===== src/rtl/pmem_loader_if.sv =====
`default_nettype none
// +--------------------------------------------------------------------------+
// | Module  : pmem_loader_if                                                 |
// | Brief   : UART byte stream in, program-memory write port and boot status |
// |           out, bundled for the pmem_loader block.                        |
// | Revision: 1.0  initial release                                           |
// +--------------------------------------------------------------------------+
interface pmem_loader_if #(
    parameter int PMEM_ADDR_WIDTH = 12
);
    logic [7:0]                 rx_data;
    logic                       rx_valid;
    logic [PMEM_ADDR_WIDTH-1:0] pmem_wr_addr;
    logic [31:0]                pmem_wr_data;
    logic [3:0]                 pmem_byte_w_en;
    logic                       cpu_rst;
    logic                       load_busy;
    logic                       load_err;

    // Byte source / memory-and-core side of the loader
    modport master (
        output rx_data, rx_valid,
        input  pmem_wr_addr, pmem_wr_data, pmem_byte_w_en,
        input  cpu_rst, load_busy, load_err
    );

    // Loader side
    modport slave (
        input  rx_data, rx_valid,
        output pmem_wr_addr, pmem_wr_data, pmem_byte_w_en,
        output cpu_rst, load_busy, load_err
    );
endinterface
`default_nettype wire


===== src/rtl/pmem_loader.sv =====
`default_nettype none
// +--------------------------------------------------------------------------+
// | Module  : pmem_loader                                                    |
// | Brief   : Frames a UART byte stream into 32-bit program words, writes    |
// |           them to program memory and releases the core on a good image. |
// | Revision: 1.0  initial release                                           |
// +--------------------------------------------------------------------------+
module pmem_loader #(
    parameter int PMEM_ADDR_WIDTH = 12,
    parameter int TIMEOUT_CYCLES  = 100000
) (
    input  wire logic      sysclk,
    input  wire logic      rst,
    pmem_loader_if.slave   bus
);

    localparam logic [2:0] c_ST_IDLE   = 3'd0;
    localparam logic [2:0] c_ST_LEN_LO = 3'd1;
    localparam logic [2:0] c_ST_LEN_HI = 3'd2;
    localparam logic [2:0] c_ST_DATA   = 3'd3;
    localparam logic [2:0] c_ST_CHECK  = 3'd4;
    localparam logic [2:0] c_ST_RUN    = 3'd5;
    localparam logic [2:0] c_ST_ERR    = 3'd6;

    localparam logic [7:0]  c_SOF      = 8'hA5;
    localparam int          c_TW       = (TIMEOUT_CYCLES < 2) ? 1 : $clog2(TIMEOUT_CYCLES + 1);
    localparam logic [c_TW-1:0] c_TMO_LAST = c_TW'(TIMEOUT_CYCLES - 1);
    localparam logic [16:0] c_DEPTH    = 17'd1 << PMEM_ADDR_WIDTH;

    logic [2:0]                 r_state,    w_state;
    logic [15:0]                r_count,    w_count;
    logic [PMEM_ADDR_WIDTH-1:0] r_word_idx, w_word_idx;
    logic [1:0]                 r_byte_idx, w_byte_idx;
    logic [23:0]                r_word,     w_word;
    logic [7:0]                 r_xor,      w_xor;
    logic [c_TW-1:0]            r_timer,    w_timer;
    logic [PMEM_ADDR_WIDTH-1:0] r_wr_addr,  w_wr_addr;
    logic [31:0]                r_wr_data,  w_wr_data;
    logic [3:0]                 r_wr_en,    w_wr_en;
    logic                       r_cpu_rst,  w_cpu_rst;
    logic                       r_busy,     w_busy;
    logic                       r_err,      w_err;

    logic        w_sof;
    logic [15:0] w_len;
    logic        w_last;
    logic        w_in_frame;

    assign w_sof      = bus.rx_valid && (bus.rx_data == c_SOF);
    assign w_len      = {bus.rx_data, r_count[7:0]};
    // Word being completed is the final one of the image
    assign w_last     = ((17'(r_word_idx) + 17'd1) == {1'b0, r_count});
    assign w_in_frame = (r_state inside {c_ST_LEN_LO, c_ST_LEN_HI, c_ST_DATA, c_ST_CHECK});

    always_ff @(posedge sysclk) begin
        if (rst) begin
            r_state    <= c_ST_IDLE;
            r_count    <= '0;
            r_word_idx <= '0;
            r_byte_idx <= '0;
            r_word     <= '0;
            r_xor      <= '0;
            r_timer    <= '0;
            r_wr_addr  <= '0;
            r_wr_data  <= '0;
            r_wr_en    <= '0;
            r_cpu_rst  <= 1'b1;
            r_busy     <= 1'b0;
            r_err      <= 1'b0;
        end else begin
            r_state    <= w_state;
            r_count    <= w_count;
            r_word_idx <= w_word_idx;
            r_byte_idx <= w_byte_idx;
            r_word     <= w_word;
            r_xor      <= w_xor;
            r_timer    <= w_timer;
            r_wr_addr  <= w_wr_addr;
            r_wr_data  <= w_wr_data;
            r_wr_en    <= w_wr_en;
            r_cpu_rst  <= w_cpu_rst;
            r_busy     <= w_busy;
            r_err      <= w_err;
        end
    end

    always_comb begin
        w_state    = r_state;
        w_count    = r_count;
        w_word_idx = r_word_idx;
        w_byte_idx = r_byte_idx;
        w_word     = r_word;
        w_xor      = r_xor;
        w_timer    = '0;
        w_wr_addr  = r_wr_addr;
        w_wr_data  = r_wr_data;
        w_wr_en    = 4'b0000;

        case (r_state)
            c_ST_IDLE, c_ST_RUN, c_ST_ERR: begin
                if (w_sof) begin
                    w_state    = c_ST_LEN_LO;
                    w_word_idx = '0;
                    w_byte_idx = '0;
                    w_xor      = '0;
                end
            end
            c_ST_LEN_LO: begin
                if (bus.rx_valid) begin
                    w_count[7:0] = bus.rx_data;
                    w_state      = c_ST_LEN_HI;
                end
            end
            c_ST_LEN_HI: begin
                if (bus.rx_valid) begin
                    w_count[15:8] = bus.rx_data;
                    if (w_len == 16'd0) begin
                        w_state = c_ST_CHECK;
                    end else if ({1'b0, w_len} > c_DEPTH) begin
                        w_state = c_ST_ERR;
                    end else begin
                        w_state = c_ST_DATA;
                    end
                end
            end
            c_ST_DATA: begin
                if (bus.rx_valid) begin
                    w_xor      = r_xor ^ bus.rx_data;
                    w_byte_idx = r_byte_idx + 2'd1;
                    case (r_byte_idx)
                        2'd0:    w_word[7:0]   = bus.rx_data;
                        2'd1:    w_word[15:8]  = bus.rx_data;
                        2'd2:    w_word[23:16] = bus.rx_data;
                        default: begin
                            // Byte 3 completes the word: issue the one-cycle write
                            w_wr_data  = {bus.rx_data, r_word};
                            w_wr_addr  = r_word_idx;
                            w_wr_en    = 4'b1111;
                            w_word_idx = r_word_idx + PMEM_ADDR_WIDTH'(1);
                            if (w_last) begin
                                w_state = c_ST_CHECK;
                            end
                        end
                    endcase
                end
            end
            c_ST_CHECK: begin
                if (bus.rx_valid) begin
                    w_state = (bus.rx_data == r_xor) ? c_ST_RUN : c_ST_ERR;
                end
            end
            default: begin
                w_state = c_ST_IDLE;
            end
        endcase

        // Inter-byte silence watchdog, only meaningful inside a frame
        if (w_in_frame && !bus.rx_valid) begin
            if (r_timer == c_TMO_LAST) begin
                w_state = c_ST_ERR;
            end else begin
                w_timer = r_timer + c_TW'(1);
            end
        end
    end

    always_comb begin
        w_cpu_rst = (w_state != c_ST_RUN);
        w_busy    = (w_state inside {c_ST_LEN_LO, c_ST_LEN_HI, c_ST_DATA, c_ST_CHECK});
        w_err     = (w_state == c_ST_ERR);
    end

    assign bus.pmem_wr_addr   = r_wr_addr;
    assign bus.pmem_wr_data   = r_wr_data;
    assign bus.pmem_byte_w_en = r_wr_en;
    assign bus.cpu_rst        = r_cpu_rst;
    assign bus.load_busy      = r_busy;
    assign bus.load_err       = r_err;

endmodule
`default_nettype wire


===== src/flat_wrapper.sv =====
// flat-port wrapper written by rule: the top's interface ports become plain ports
module pmem_loader_flat 
#(
    parameter int PMEM_ADDR_WIDTH = 12,
    parameter int TIMEOUT_CYCLES  = 100000
)
  (sysclk, rst, bus_rx_data, bus_rx_valid, bus_pmem_wr_addr, bus_pmem_wr_data, bus_pmem_byte_w_en, bus_cpu_rst, bus_load_busy, bus_load_err);
  pmem_loader_if #(.PMEM_ADDR_WIDTH(PMEM_ADDR_WIDTH)) bus_i ();
  input  wire logic sysclk;
  input  wire logic rst;
  input wire logic [$bits(bus_i.rx_data)-1:0] bus_rx_data;
  input wire logic [$bits(bus_i.rx_valid)-1:0] bus_rx_valid;
  output wire logic [$bits(bus_i.pmem_wr_addr)-1:0] bus_pmem_wr_addr;
  output wire logic [$bits(bus_i.pmem_wr_data)-1:0] bus_pmem_wr_data;
  output wire logic [$bits(bus_i.pmem_byte_w_en)-1:0] bus_pmem_byte_w_en;
  output wire logic [$bits(bus_i.cpu_rst)-1:0] bus_cpu_rst;
  output wire logic [$bits(bus_i.load_busy)-1:0] bus_load_busy;
  output wire logic [$bits(bus_i.load_err)-1:0] bus_load_err;
  assign bus_i.rx_data = bus_rx_data;
  assign bus_i.rx_valid = bus_rx_valid;
  assign bus_pmem_wr_addr = bus_i.pmem_wr_addr;
  assign bus_pmem_wr_data = bus_i.pmem_wr_data;
  assign bus_pmem_byte_w_en = bus_i.pmem_byte_w_en;
  assign bus_cpu_rst = bus_i.cpu_rst;
  assign bus_load_busy = bus_i.load_busy;
  assign bus_load_err = bus_i.load_err;
  pmem_loader #(.PMEM_ADDR_WIDTH(PMEM_ADDR_WIDTH), .TIMEOUT_CYCLES(TIMEOUT_CYCLES)) u_core (.sysclk(sysclk), .rst(rst), .bus(bus_i));
endmodule

===== config.mk =====
export PLATFORM = sky130hd
export DESIGN_NAME = pmem_loader_flat
export DESIGN_NICKNAME = d
export VERILOG_FILES = /design/src/rtl/pmem_loader_if.sv /design/src/rtl/pmem_loader.sv /design/src/flat_wrapper.sv
export SDC_FILE = /design/constraint.sdc
export NUM_CORES = 1
export LEC_CHECK = 0
export CAP_MARGIN = 15
export CORE_MARGIN = 1.5
export CORE_UTILIZATION = 30
export CTS_CLUSTER_SIZE = 12
export DETAILED_ROUTE_END_ITERATION = 8
export PLACE_DENSITY_LB_ADDON = 0.1
export SYNTH_ARGS = -nofsm -noshare
export SYNTH_HDL_FRONTEND = slang
export SYNTH_SLANG_ARGS = --single-unit

===== constraint.sdc =====
create_clock -name sysclk -period 3.15 [get_ports sysclk]
set_clock_uncertainty 0.2 [all_clocks]
set_input_delay 0.4725 -clock sysclk [delete_from_list [all_inputs] [get_ports sysclk]]
set_output_delay 0.4725 -clock sysclk [all_outputs]
set_load 0.03 [all_outputs]

==> impl_metrics.csv, run 1 <==
group,metric,value,unit
finish,drive_gt1_share,9.40,%
power_and_ir_drop,ir_worst_vdd,0.397,mV
timing,setup_slack,0.307,ns
finish,final_common_cell,"nand2_1",
synth,yosys_register_bits,130,
synth,synth_top_area_cell,"dfxtp_1",
clock_tree,clk_latency,0.42,ns
floorplanning,start_util,30.6,%
finish,fill_cells,2053,
floorplanning,fp.dieW,144,um
clock_tree,cts.path.max_buffers,2,
floorplanning,rows,51,
timing,drv_slew,0,
clock_tree,postCtsSetupBuffers,0,
clock_tree,cts-resized-gates,0,
synth,synthAdderAreaFrac,1.27,%
worst_hold_path,min_path_cells,1,
critical_path,crit_path_max_fanout,7,
critical_path,reg2regPathDepth,9,
timing,finalCriticalPeriod,2.84,ns
clock_tree,htree_num_levels,4,
synth,synth_top_family_by_area,"simple AND/OR/NAND/NOR gates",
critical_path,reg2reg_slack,0.31,ns
timing,worstMarginPinSlew,0.845,ns
run_status,outcome,"finished, final reports clean",
finish,synthToLayoutAreaGrowth,25.8,%
drt,via_count,5395,
timing,grt_setup_unrepaired,"no",
timing,fin_tns_setup,0,ns
worst_hold_path,min_to,"u_core.r_timer[0]",
global_route,antenna_found_initial,0,
global_route,grt_max_degree,76,
timing,fin_crit_sh,90.3,%
critical_path,required,3.28,ns
finish,mostFrequentLayoutCells,"nand2_1 (177), dfxtp_1 (130), a21oi_1 (111), clkdlybuf4s50_1 (60), nor2_1 (58)",
critical_path,worst_setup_path_end_kind,"flop",
placed_design,dp_cells,1063,
timing,slew_headroom,43.7,%
global_route,grt_pass1_vias,5195,
global_route,overflow,0,
finish,finalNetCount,834,
drt,totalWireLength,16.3,mm
synth,synthSimpleGateAreaFrac,29.1,%
power_and_ir_drop,p_leak,2.44,nW
placed_design,pre_cts_ws,-0.168,ns
clock_tree,clockRootBuffer,"clkbuf_16",
synth,synth_ff_type,"dfxtp_1",
floorplanning,die_area,20600,sq um
synth,syn_nets,781,
floorplanning,io_pins,62,
synth,synth_area_per_cell,7.76,sq um
placed_design,gp_congestion,0.816,
synth,syn_area,5930,sq um
drt,routedWlPerCell,14.9,um
clock_tree,clkSinkCount,130,
worst_hold_path,min_from,"u_core.r_timer[0]",
timing,finalSetupViolations,0,
synth,synth_edf_count,0,
synth,synthMuxAreaShare,0.169,%
placed_design,portBuffers,61,
critical_path,rr_endpoint,"u_core.bus.load_err",
synth,ys_types,59,
synth,synthArstFlopShare,0,%
critical_path,r2r_start,"u_core.r_word_idx[2]",
placed_design,placed_area,6880,sq um
drt,drcViolationCount,0,
synth,synth_top_area_share,43.9,%
synth,yosysWarnings,0,
synth,ys_seq_area_share,43.9,%
clock_tree,cts.clk_slew.worst_paths,0.06,ns
timing,max_freq,352,MHz
critical_path,path_class,"flop to flop",
finish,multiInputGateArea,3060,sq um
global_route,grtUsageTotal,16.5,%
floorplanning,fp.dieH,144,um
finish,stdcell_count,1095,
synth,synth-xor-area-share,5.59,%
drt,ant_nets,0,
drt,dr.pass1.iters,5,
clock_tree,cts_tree,"yes",
synth,synthTopCellsByArea,"dfxtp_1 (44%), nand2_1 (11%), a21oi_1 (9.4%), nor2_1 (3.7%), nand3_1 (3.1%)",
worst_hold_path,hold_class,"flop to flop",
global_route,grt_pass1_wl,26.5,mm
clock_tree,cts_made_buffers,17,
synth,synthCells,764,
drt,dr.first_iter.drc_count,320,
finish,seqCellArea,2600,sq um
critical_path,crit_arrival,2.97,ns
power_and_ir_drop,p_per_area,491,nW/um^2
placed_design,dpl.hpwl,11.2,mm
finish,design_area,7460,sq um
flow_run,cap_violations,0,
timing,hold_viol_final,0,
drt,via_per_inst,4.93,
finish,antenna_cells,0,
critical_path,cp-start-kind,"flop",
clock_tree,cts_hold_buf,0,
synth,synth_compound_gate_area_share,15.4,%
floorplanning,core_region_area,19400,sq um
==> Yosys cell counts (all sizes together) (3+ instances only) <==
| cell type | count |
|---|---|
| a21oi | 111 |
| a22oi | 5 |
| a311oi | 4 |
| and3 | 3 |
| and4 | 3 |
| buf | 15 |
| clkbuf | 44 |
| dfxtp | 130 |
| ha | 6 |
| inv | 8 |
| nand2 | 178 |
| nand2b | 6 |
| nand3 | 37 |
| nand3b | 9 |
| nand4 | 12 |
| nor2 | 59 |
| nor2b | 10 |
| nor3 | 14 |
| nor4 | 12 |
| nor4b | 4 |
| o21ai | 21 |
| or3 | 3 |
| xnor2 | 16 |
| xor2 | 21 |
==> registers in the layout, summed over array words and instances, names as in the netlist, 2 cells and up <==
signal / flops
u_core.r_word: 24
u_core.r_byte_idx: 2
u_core.bus.pmem_wr_data: 32
u_core.bus.pmem_wr_addr: 12
u_core.r_count: 16
u_core.r_state: 3
u_core.r_timer: 17
u_core.r_word_idx: 12
u_core.r_xor: 8
==> critical path: stages, from the launching register on <==
cell and delay (ns):
dfxtp_1 0.48, buf_4 0.21, nand4_2 0.15, nor2_2 0.29, o21ai_1 0.12, or4b_1 0.56, nor4b_4 0.24, a211oi_2 0.12
buf_4 0.17, nor4_2 0.21
==> worst max path at each step <==
stage,startpoint,end,slack (ns)
floorplan,u_core.r_word_idx[0],u_core.bus.load_busy,0.44
global placement,bus_rx_data[3],u_core.r_word_idx[5],0.01
detailed placement,bus_rx_valid,u_core.bus.load_busy,-0.17
CTS,u_core.r_word_idx[2],u_core.bus.load_busy,0.28
global route,u_core.r_word_idx[2],u_core.bus.load_busy,0.02
finish,u_core.r_word_idx[2],u_core.bus.load_err,0.31
==> report_power, final <==
group          internal, mW  switching (mW)
Combinational        0.0290          0.0617
Clock                  1.11           0.815
Sequential             1.64        0.000503
Total                  2.79           0.878
==> per-stage QoR <==
stage	hold slack, ns	power, mW	utilization (%)
4_1_cts	0.250	3.72	38.5
3_3_place_gp	0.234	1.77	35.5
2_1_floorplan	0.218	1.73	-
3_5_place_dp	0.240	1.77	35.5
5_1_grt	0.267	3.80	38.5
6_report	0.246	3.66	38.5
==> per-layer routing <==
layer / part of all wire (%) / routed length, um / vias up / track usage (%)
met2: 48 / 7760 / 112 / 27.1
met5: 0 / 0 / - / 0
met1: 47 / 7660 / 2550 / 21.2
li1: - / - / 2718 / -
met3: 3.9 / 629 / 15 / 4.03
met4: 1.4 / 221 / 0 / 5.26
==> logic make-up after synthesis <==
group	after synthesis
muxes	1
DFF	130
buffers and inverters	67
xor gates and xnor gates	37
and+or+nand+nor	361
adders and majority gates	6
AOI/OAI and AO/OA	162
==> final cells by class <==
type                    count  share of cell area [%]
clock inverters            14                    1.96
clock buffers              18                    5.75
multi-input cells         567                    41.0
well taps                 265                    4.44
inverters                   8                   0.403
repair buffers             93                    11.5
flip-flops and latches    130                    34.9
No activity file was read; power rests on OpenSTA's default activity.
==> run 2, diff against run 1 <==
--- a/config.mk
+++ b/config.mk
@@ -8,7 +8,6 @@
 export CAP_MARGIN = 15
 export CORE_MARGIN = 1.5
 export CORE_UTILIZATION = 30
-export CTS_CLUSTER_SIZE = 12
 export DETAILED_ROUTE_END_ITERATION = 8
 export PLACE_DENSITY_LB_ADDON = 0.1
 export SYNTH_ARGS = -nofsm -noshare
==> constraint.sdc (replaced) <==
create_clock -name sysclk -period 2.5 [get_ports sysclk]
set_clock_uncertainty 0.2 [all_clocks]
set_input_delay 0.375 -clock sysclk [delete_from_list [all_inputs] [get_ports sysclk]]
set_output_delay 0.375 -clock sysclk [all_outputs]
set_load 0.03 [all_outputs]
==> run 2 against run 1 <==
Effect of this change: the flow now finishes with violations (setup timing); via count up 2.8%; die area unchanged; combinational power up 43%; non-clock buffer count up 37; routed wire length up 2.4%; power up 29%; worst setup slack worse by 0.45 ns; critical path depth unchanged; clock power up 31%; sequential power up 26%; sequential share of layout area down 2.1 points; final cell count up 3.4%; critical endpoint is now u_core.bus.load_busy.
==> impl_metrics.csv, run 2 (synthesis results as in run 1) <==
group,metric,value,unit
critical_path,slowest_stage,"or4_4",
floorplanning,start_util,30.6,%
floorplanning,core_region_area,19400,sq um
clock_tree,clockRootBuffer,"clkbuf_16",
critical_path,worstPathCellList,"buf_4 > xnor2_2 > nor4_4 > nor3_2 > or4_4 > nor4b_4 > a211oi_4 > xnor2_1 > nor2_1",
power_and_ir_drop,p_per_area,595,nW/um^2
finish,antenna_cells,0,
critical_path,crit_path_max_fanout,5,
global_route,overflow,0,
global_route,grt_max_degree,113,
critical_path,reg2reg_slack,-0.14,ns
placed_design,portBuffers,61,
power_and_ir_drop,p_leak,2.71,nW
timing,setup_slack,-0.138,ns
floorplanning,fp.dieW,144,um
clock_tree,cts.path.max_buffers,2,
timing,grt_setup_unrepaired,"yes",
drt,dr.pass1.iters,5,
clock_tree,cts_made_buffers,17,
floorplanning,die_area,20600,sq um
critical_path,cp-start-kind,"flop",
run_status,outcome,"finished, violations left",
finish,final_common_cell,"nand2_1",
critical_path,crit_arrival,2.72,ns
placed_design,gp_congestion,0.791,
clock_tree,cts_tree,"yes",
critical_path,required,2.58,ns
clock_tree,clkSinkCount,130,
timing,max_freq,379,MHz
placed_design,dp_cells,1097,
finish,drive_gt1_share,15.8,%
flow_run,cap_violations,0,
drt,via_count,5548,
critical_path,startpoint,"u_core.r_word_idx[8]",
global_route,grt_pass1_vias,5448,
global_route,antenna_found_initial,0,
clock_tree,clk_latency,0.41,ns
timing,worstMarginPinSlew,0.558,ns
finish,synthToLayoutAreaGrowth,34.1,%
placed_design,dpl.hpwl,11.5,mm
floorplanning,rows,51,
clock_tree,htree_num_levels,4,
timing,hold_slack,0.124,ns
placed_design,pre_cts_ws,-0.652,ns
timing,drv_slew,0,
timing,finalCriticalPeriod,2.64,ns
critical_path,cp_slowest_stage_delay,0.55,ns
finish,mostFrequentLayoutCells,"nand2_1 (177), dfxtp_1 (126), a21oi_1 (109), buf_4 (63), clkdlybuf4s50_1 (60)",
drt,drcViolationCount,0,
critical_path,r2r_start,"u_core.r_word_idx[8]",
clock_tree,cts.clk_slew.worst_paths,0.06,ns
drt,dr.first_iter.drc_count,354,
run_status,failed_checks,"setup timing",
finish,largest_reg_flops,32,
critical_path,reg2regPathDepth,9,
critical_path,rr_endpoint,"u_core.bus.load_busy",
drt,routedWlPerCell,14.7,um
drt,ant_nets,0,
finish,stdcell_count,1132,
drt,totalWireLength,16.7,mm
drt,via_per_inst,4.90,
global_route,grt_pass1_wl,27.4,mm
global_route,grtUsageTotal,17.0,%
timing,finalSetupViolations,2,
critical_path,critPathCapture,"u_core.bus.load_busy",
timing,fin_crit_sh,106,%
critical_path,worst_setup_path_end_kind,"flop",
timing,slew_headroom,62.8,%
worst_hold_path,hold_class,"input port to flop",
floorplanning,io_pins,62,
critical_path,path_class,"flop to flop",
clock_tree,cts_hold_buf,0,
floorplanning,fp.dieH,144,um
finish,finalNetCount,871,
power_and_ir_drop,ir_worst_vdd,0.462,mV
timing,hold_viol_final,0,
finish,fill_cells,2018,
run 2: cell types whose count changed in the layout (fill, tap and decap cells not counted), sizes merged:
cell / change
clkinvlp: -3
clkinv: +3
buf: +37
bufinv: +1
clkbuf: -1
run 2: layout make-up:
| cell class | count | area (sq um) | area share, % |
|---|---|---|---|
| Clock buffer | 17 | 425 | 5.35 |
| Clock inverter | 15 | 171 | 2.15 |
| Inverter | 8 | 30.0 | 0.377 |
| Multi-Input combinational cell | 567 | 3200 | 40.2 |
| Sequential cell | 130 | 2610 | 32.8 |
| Tap cell | 265 | 332 | 4.17 |
| Timing Repair Buffer | 130 | 1190 | 15.0 |
run 2: repair_timing:
action	CTS	global route
setup buffers	1	1
pin swaps	8	10
gates cloned	1	0
resized for setup	14	14
setup endpoints to repair	10	16
run 2: power by group:
part	internal, mW	switching, mW	total, mW
registers	2.07	0.000621	2.07
logic	0.0497	0.0802	0.130
clock network	1.50	1.03	2.53
run 2: per-layer routing:
layer / part of all wire [%] / GRT usage [%]
met5: 0 / 0
met4: 1.5 / 6.02
met3: 2.7 / 3.00
met2: 48 / 29.0
met1: 48 / 21.4
run 2: worst min-delay path by stage:
| stage | startpoint | end | cells after the start |
|---|---|---|---|
| 2_1_floorplan | u_core.r_timer[0] | u_core.r_timer[0] | 1 |
| 3_3_place_gp | u_core.r_timer[0] | u_core.r_timer[0] | 1 |
| 3_5_place_dp | u_core.r_timer[0] | u_core.r_timer[0] | 1 |
| 4_1_cts | rst | u_core.r_timer[2] | 3 |
| 5_1_grt | rst | u_core.r_timer[4] | 3 |
| 6_report | rst | u_core.r_timer[2] | 3 |
run 2: critical path, delay by kind of cell (launching register included):
family / cells / cell delay [ns]
flip-flops: 1 / 0.35
AND/OR/NAND/NOR: 5 / 1.36
buffers and inverters: 1 / 0.15
AO/OA/AOI/OAI: 1 / 0.12
XOR/XNOR: 2 / 0.32
run 2: stage by stage:
step	total power [mW]	setup TNS, ns	utilization (%)	cell area [sq um]
6_report	4.73	-0.147	41.0	7960
4_1_cts	4.81	-0.227	40.7	7890
3_3_place_gp	2.25	-8.81	37.2	7210
3_5_place_dp	2.25	-10.47	37.2	7210
2_1_floorplan	2.18	0	-	5950
5_1_grt	4.90	-0.636	41.0	7960
==> RTL edit (settings of run 1) <==
`PMEM_ADDR_WIDTH` is set to 12 in 3 places; all go to 13.
--- a/src/rtl/pmem_loader_if.sv
+++ b/src/rtl/pmem_loader_if.sv
@@ -8,3 +8,3 @@
 interface pmem_loader_if #(
-    parameter int PMEM_ADDR_WIDTH = 12
+    parameter int PMEM_ADDR_WIDTH = 13
 );
--- a/src/rtl/pmem_loader.sv
+++ b/src/rtl/pmem_loader.sv
@@ -8,3 +8,3 @@
 module pmem_loader #(
-    parameter int PMEM_ADDR_WIDTH = 12,
+    parameter int PMEM_ADDR_WIDTH = 13,
     parameter int TIMEOUT_CYCLES  = 100000
--- a/src/flat_wrapper.sv
+++ b/src/flat_wrapper.sv
@@ -3,3 +3,3 @@
 #(
-    parameter int PMEM_ADDR_WIDTH = 12,
+    parameter int PMEM_ADDR_WIDTH = 13,
     parameter int TIMEOUT_CYCLES  = 100000
Ports: changed (resized bus_pmem_wr_addr); port bits go from 62 to 63. The function was not compared with the original's and may differ.
==> RTL edit against run 1 <==
Worst setup slack worse by 0.075 ns. Final area is 0.57% lower. Critical path depth decreased by 3. Area after synthesis is 1.1% higher. Core utilization shrank 0.47 points. Sequential share of layout area up 0.74 points. Cell count decreased by 0.64%. Via count is 0.54% higher. Combinational power is 63% higher. Power grew 0.76%. Count of clock-buffer cells in the layout up 1. Critical endpoint is now u_core.r_word_idx[7]$_SDFFE_PP0P_. Routed wire length increased by 1.7%. Sequential cell count rose by 2.
==> RTL edit: results (changes against run 1) <==
\begin{tabular}{lr}
\hline
Metric & Value \\
\hline
\multicolumn{2}{l}{\textbf{Status}} \\
Outcome & completed \\
\multicolumn{2}{l}{\textbf{Power}} \\
Leakage Power & 2.428 nW (-0.62\%) \\
Worst-case vdd ir drop & 0.0003754 V (-5.4\%) \\
\multicolumn{2}{l}{\textbf{Worst setup path}} \\
Worst stage delay on the critical path & 0.92 ns (+0.36 ns) \\
Cell with the largest stage delay on the worst path & sky130\_fd\_sc\_hd\_\_a21oi\_1 \\
CP delay by family, top & compound AO/OA/AOI/OAI gates \\
Critical path fanouts, max & 13 (+6) \\
Data arrival time of the critical path & 3.06 ns (+0.09 ns) \\
\multicolumn{2}{l}{\textbf{Placed design}} \\
Dpl hpwl & 11.26 mm (+0.53\%) \\
Placed cell area & 6865 um\^{}2 (-0.27\%) \\
Gp weighted congestion & 0.8098 (-0.72\%) \\
\multicolumn{2}{l}{\textbf{Global routing}} \\
Vias in the first global route & 5119 (-1.5\%) \\
Maximum number of pins on one net before global-route repair & 55 (-28\%) \\
Global routing usage summed across all routing layers & 16.57\% (+0.078 points) \\
First-pass GRT wire length & 26.64 mm (+0.44\%) \\
\multicolumn{2}{l}{\textbf{Final layout}} \\
Share of post-route cells with drive strength above 1 & 8.019\% (-1.4 points) \\
Number of fillers in the final layout & 2071 (+0.88\%) \\
Storage element area & 2643 um\^{}2 (+1.5\%) \\
Post-layout nets & 828 (-0.72\%) \\
\multicolumn{2}{l}{\textbf{Synthesis}} \\
Leading post-synthesis cells by instance count & sky130\_fd\_sc\_hd\_\_nand2\_1, sky130\_fd\_sc\_hd\_\_dfxtp\_1, sky130\_fd\_sc\_hd\_\_a21oi\_1, sky130\_fd\_sc\_hd\_\_nor2\_1, sky130\_fd\_sc\_hd\_\_clkbuf\_1 \\
\multicolumn{2}{l}{\textbf{Routing}} \\
Drt total wl & 16.55 mm (+1.7\%) \\
Vias per cell & 4.985 (+1.2\%) \\
Iteration-0 DRC Markers & 384 (+20\%) \\
Total via count in the routed design & 5424 (+0.54\%) \\
\multicolumn{2}{l}{\textbf{Timing}} \\
Actual transition at the worst max-transition pin & 1.197 ns (+0.3526 ns) \\
\hline
\end{tabular}
RTL edit: changes by cell type after synthesis, sizes merged, moves of 4 or more:
| cell | delta |
|---|---|
| nor3 | -4 |
| xnor2 | +11 |
| a311oi | -4 |
| xor2 | -9 |
| nand2 | -7 |
| nor2 | -4 |
| nor4 | -7 |
| nand3 | +4 |
| a21oi | +4 |
| a21o | +4 |
RTL edit: final cells by class:
class                      instances  share of cell area [%]
inverter                           6                  0.3036
tap                              265                   4.470
clock buffer                      19                   5.972
clock inverter                    12                   1.468
timing repair buffer              86                   10.76
sequential                       132                   35.63
multi-input combinational        568                   41.40
RTL edit: kinds of logic after synthesis:
kind of cell,synth area share [%]
muxes,0.6677
buffers and inverters,4.840
adders and majority gates,1.419
xor gates and xnor gates,5.821
and+or+nand+nor,28.25
AOI/OAI and AO/OA,14.94
DFF,44.06
RTL edit: metal layers:
| metal | up-vias | global-route usage, % | part of all wire [%] |
|---|---|---|---|
| met5 | - | 0 | 0 |
| met4 | 0 | 5.423 | 1.1 |
| met3 | 18 | 3.179 | 3.8 |
| met2 | 129 | 25.84 | 46 |
| met1 | 2557 | 22.94 | 50 |
| li1 | 2720 | - | - |
RTL edit: report_power, final:
group          switching [mW]  internal (mW)
registers             0.00844           1.68
logic                  0.0954         0.0529
clock network           0.755           1.10
total                   0.859           2.83
RTL edit: worst reg2reg max path, cell delays in order, from the launching register on:
cell                      delay (ns)
sky130_fd_sc_hd__dfxtp_1        0.54
sky130_fd_sc_hd__nor2b_1        0.42
sky130_fd_sc_hd__nor3_1         0.13
sky130_fd_sc_hd__a21o_1         0.18
sky130_fd_sc_hd__a21oi_1        0.92
sky130_fd_sc_hd__o21ai_0        0.26
sky130_fd_sc_hd__a21oi_1        0.18
RTL edit: worst paths after layout:
check / startpoint / end / slack, ns / depth (start not counted)
setup / recovery: u_core.r_state[1]$_SDFF_PP0_ / u_core.r_word_idx[7]$_SDFFE_PP0P_ / 0.23 / 6
hold / removal: u_core.bus.pmem_wr_addr[12]$_SDFFE_PP0P_ / u_core.bus.pmem_wr_addr[12]$_SDFFE_PP0P_ / 0.25 / 2
hold reg to reg: u_core.bus.pmem_wr_addr[12]$_SDFFE_PP0P_ / u_core.bus.pmem_wr_addr[12]$_SDFFE_PP0P_ / 0.25 / 2
setup reg to reg: u_core.r_state[1]$_SDFF_PP0_ / u_core.r_word_idx[7]$_SDFFE_PP0P_ / 0.23 / 6
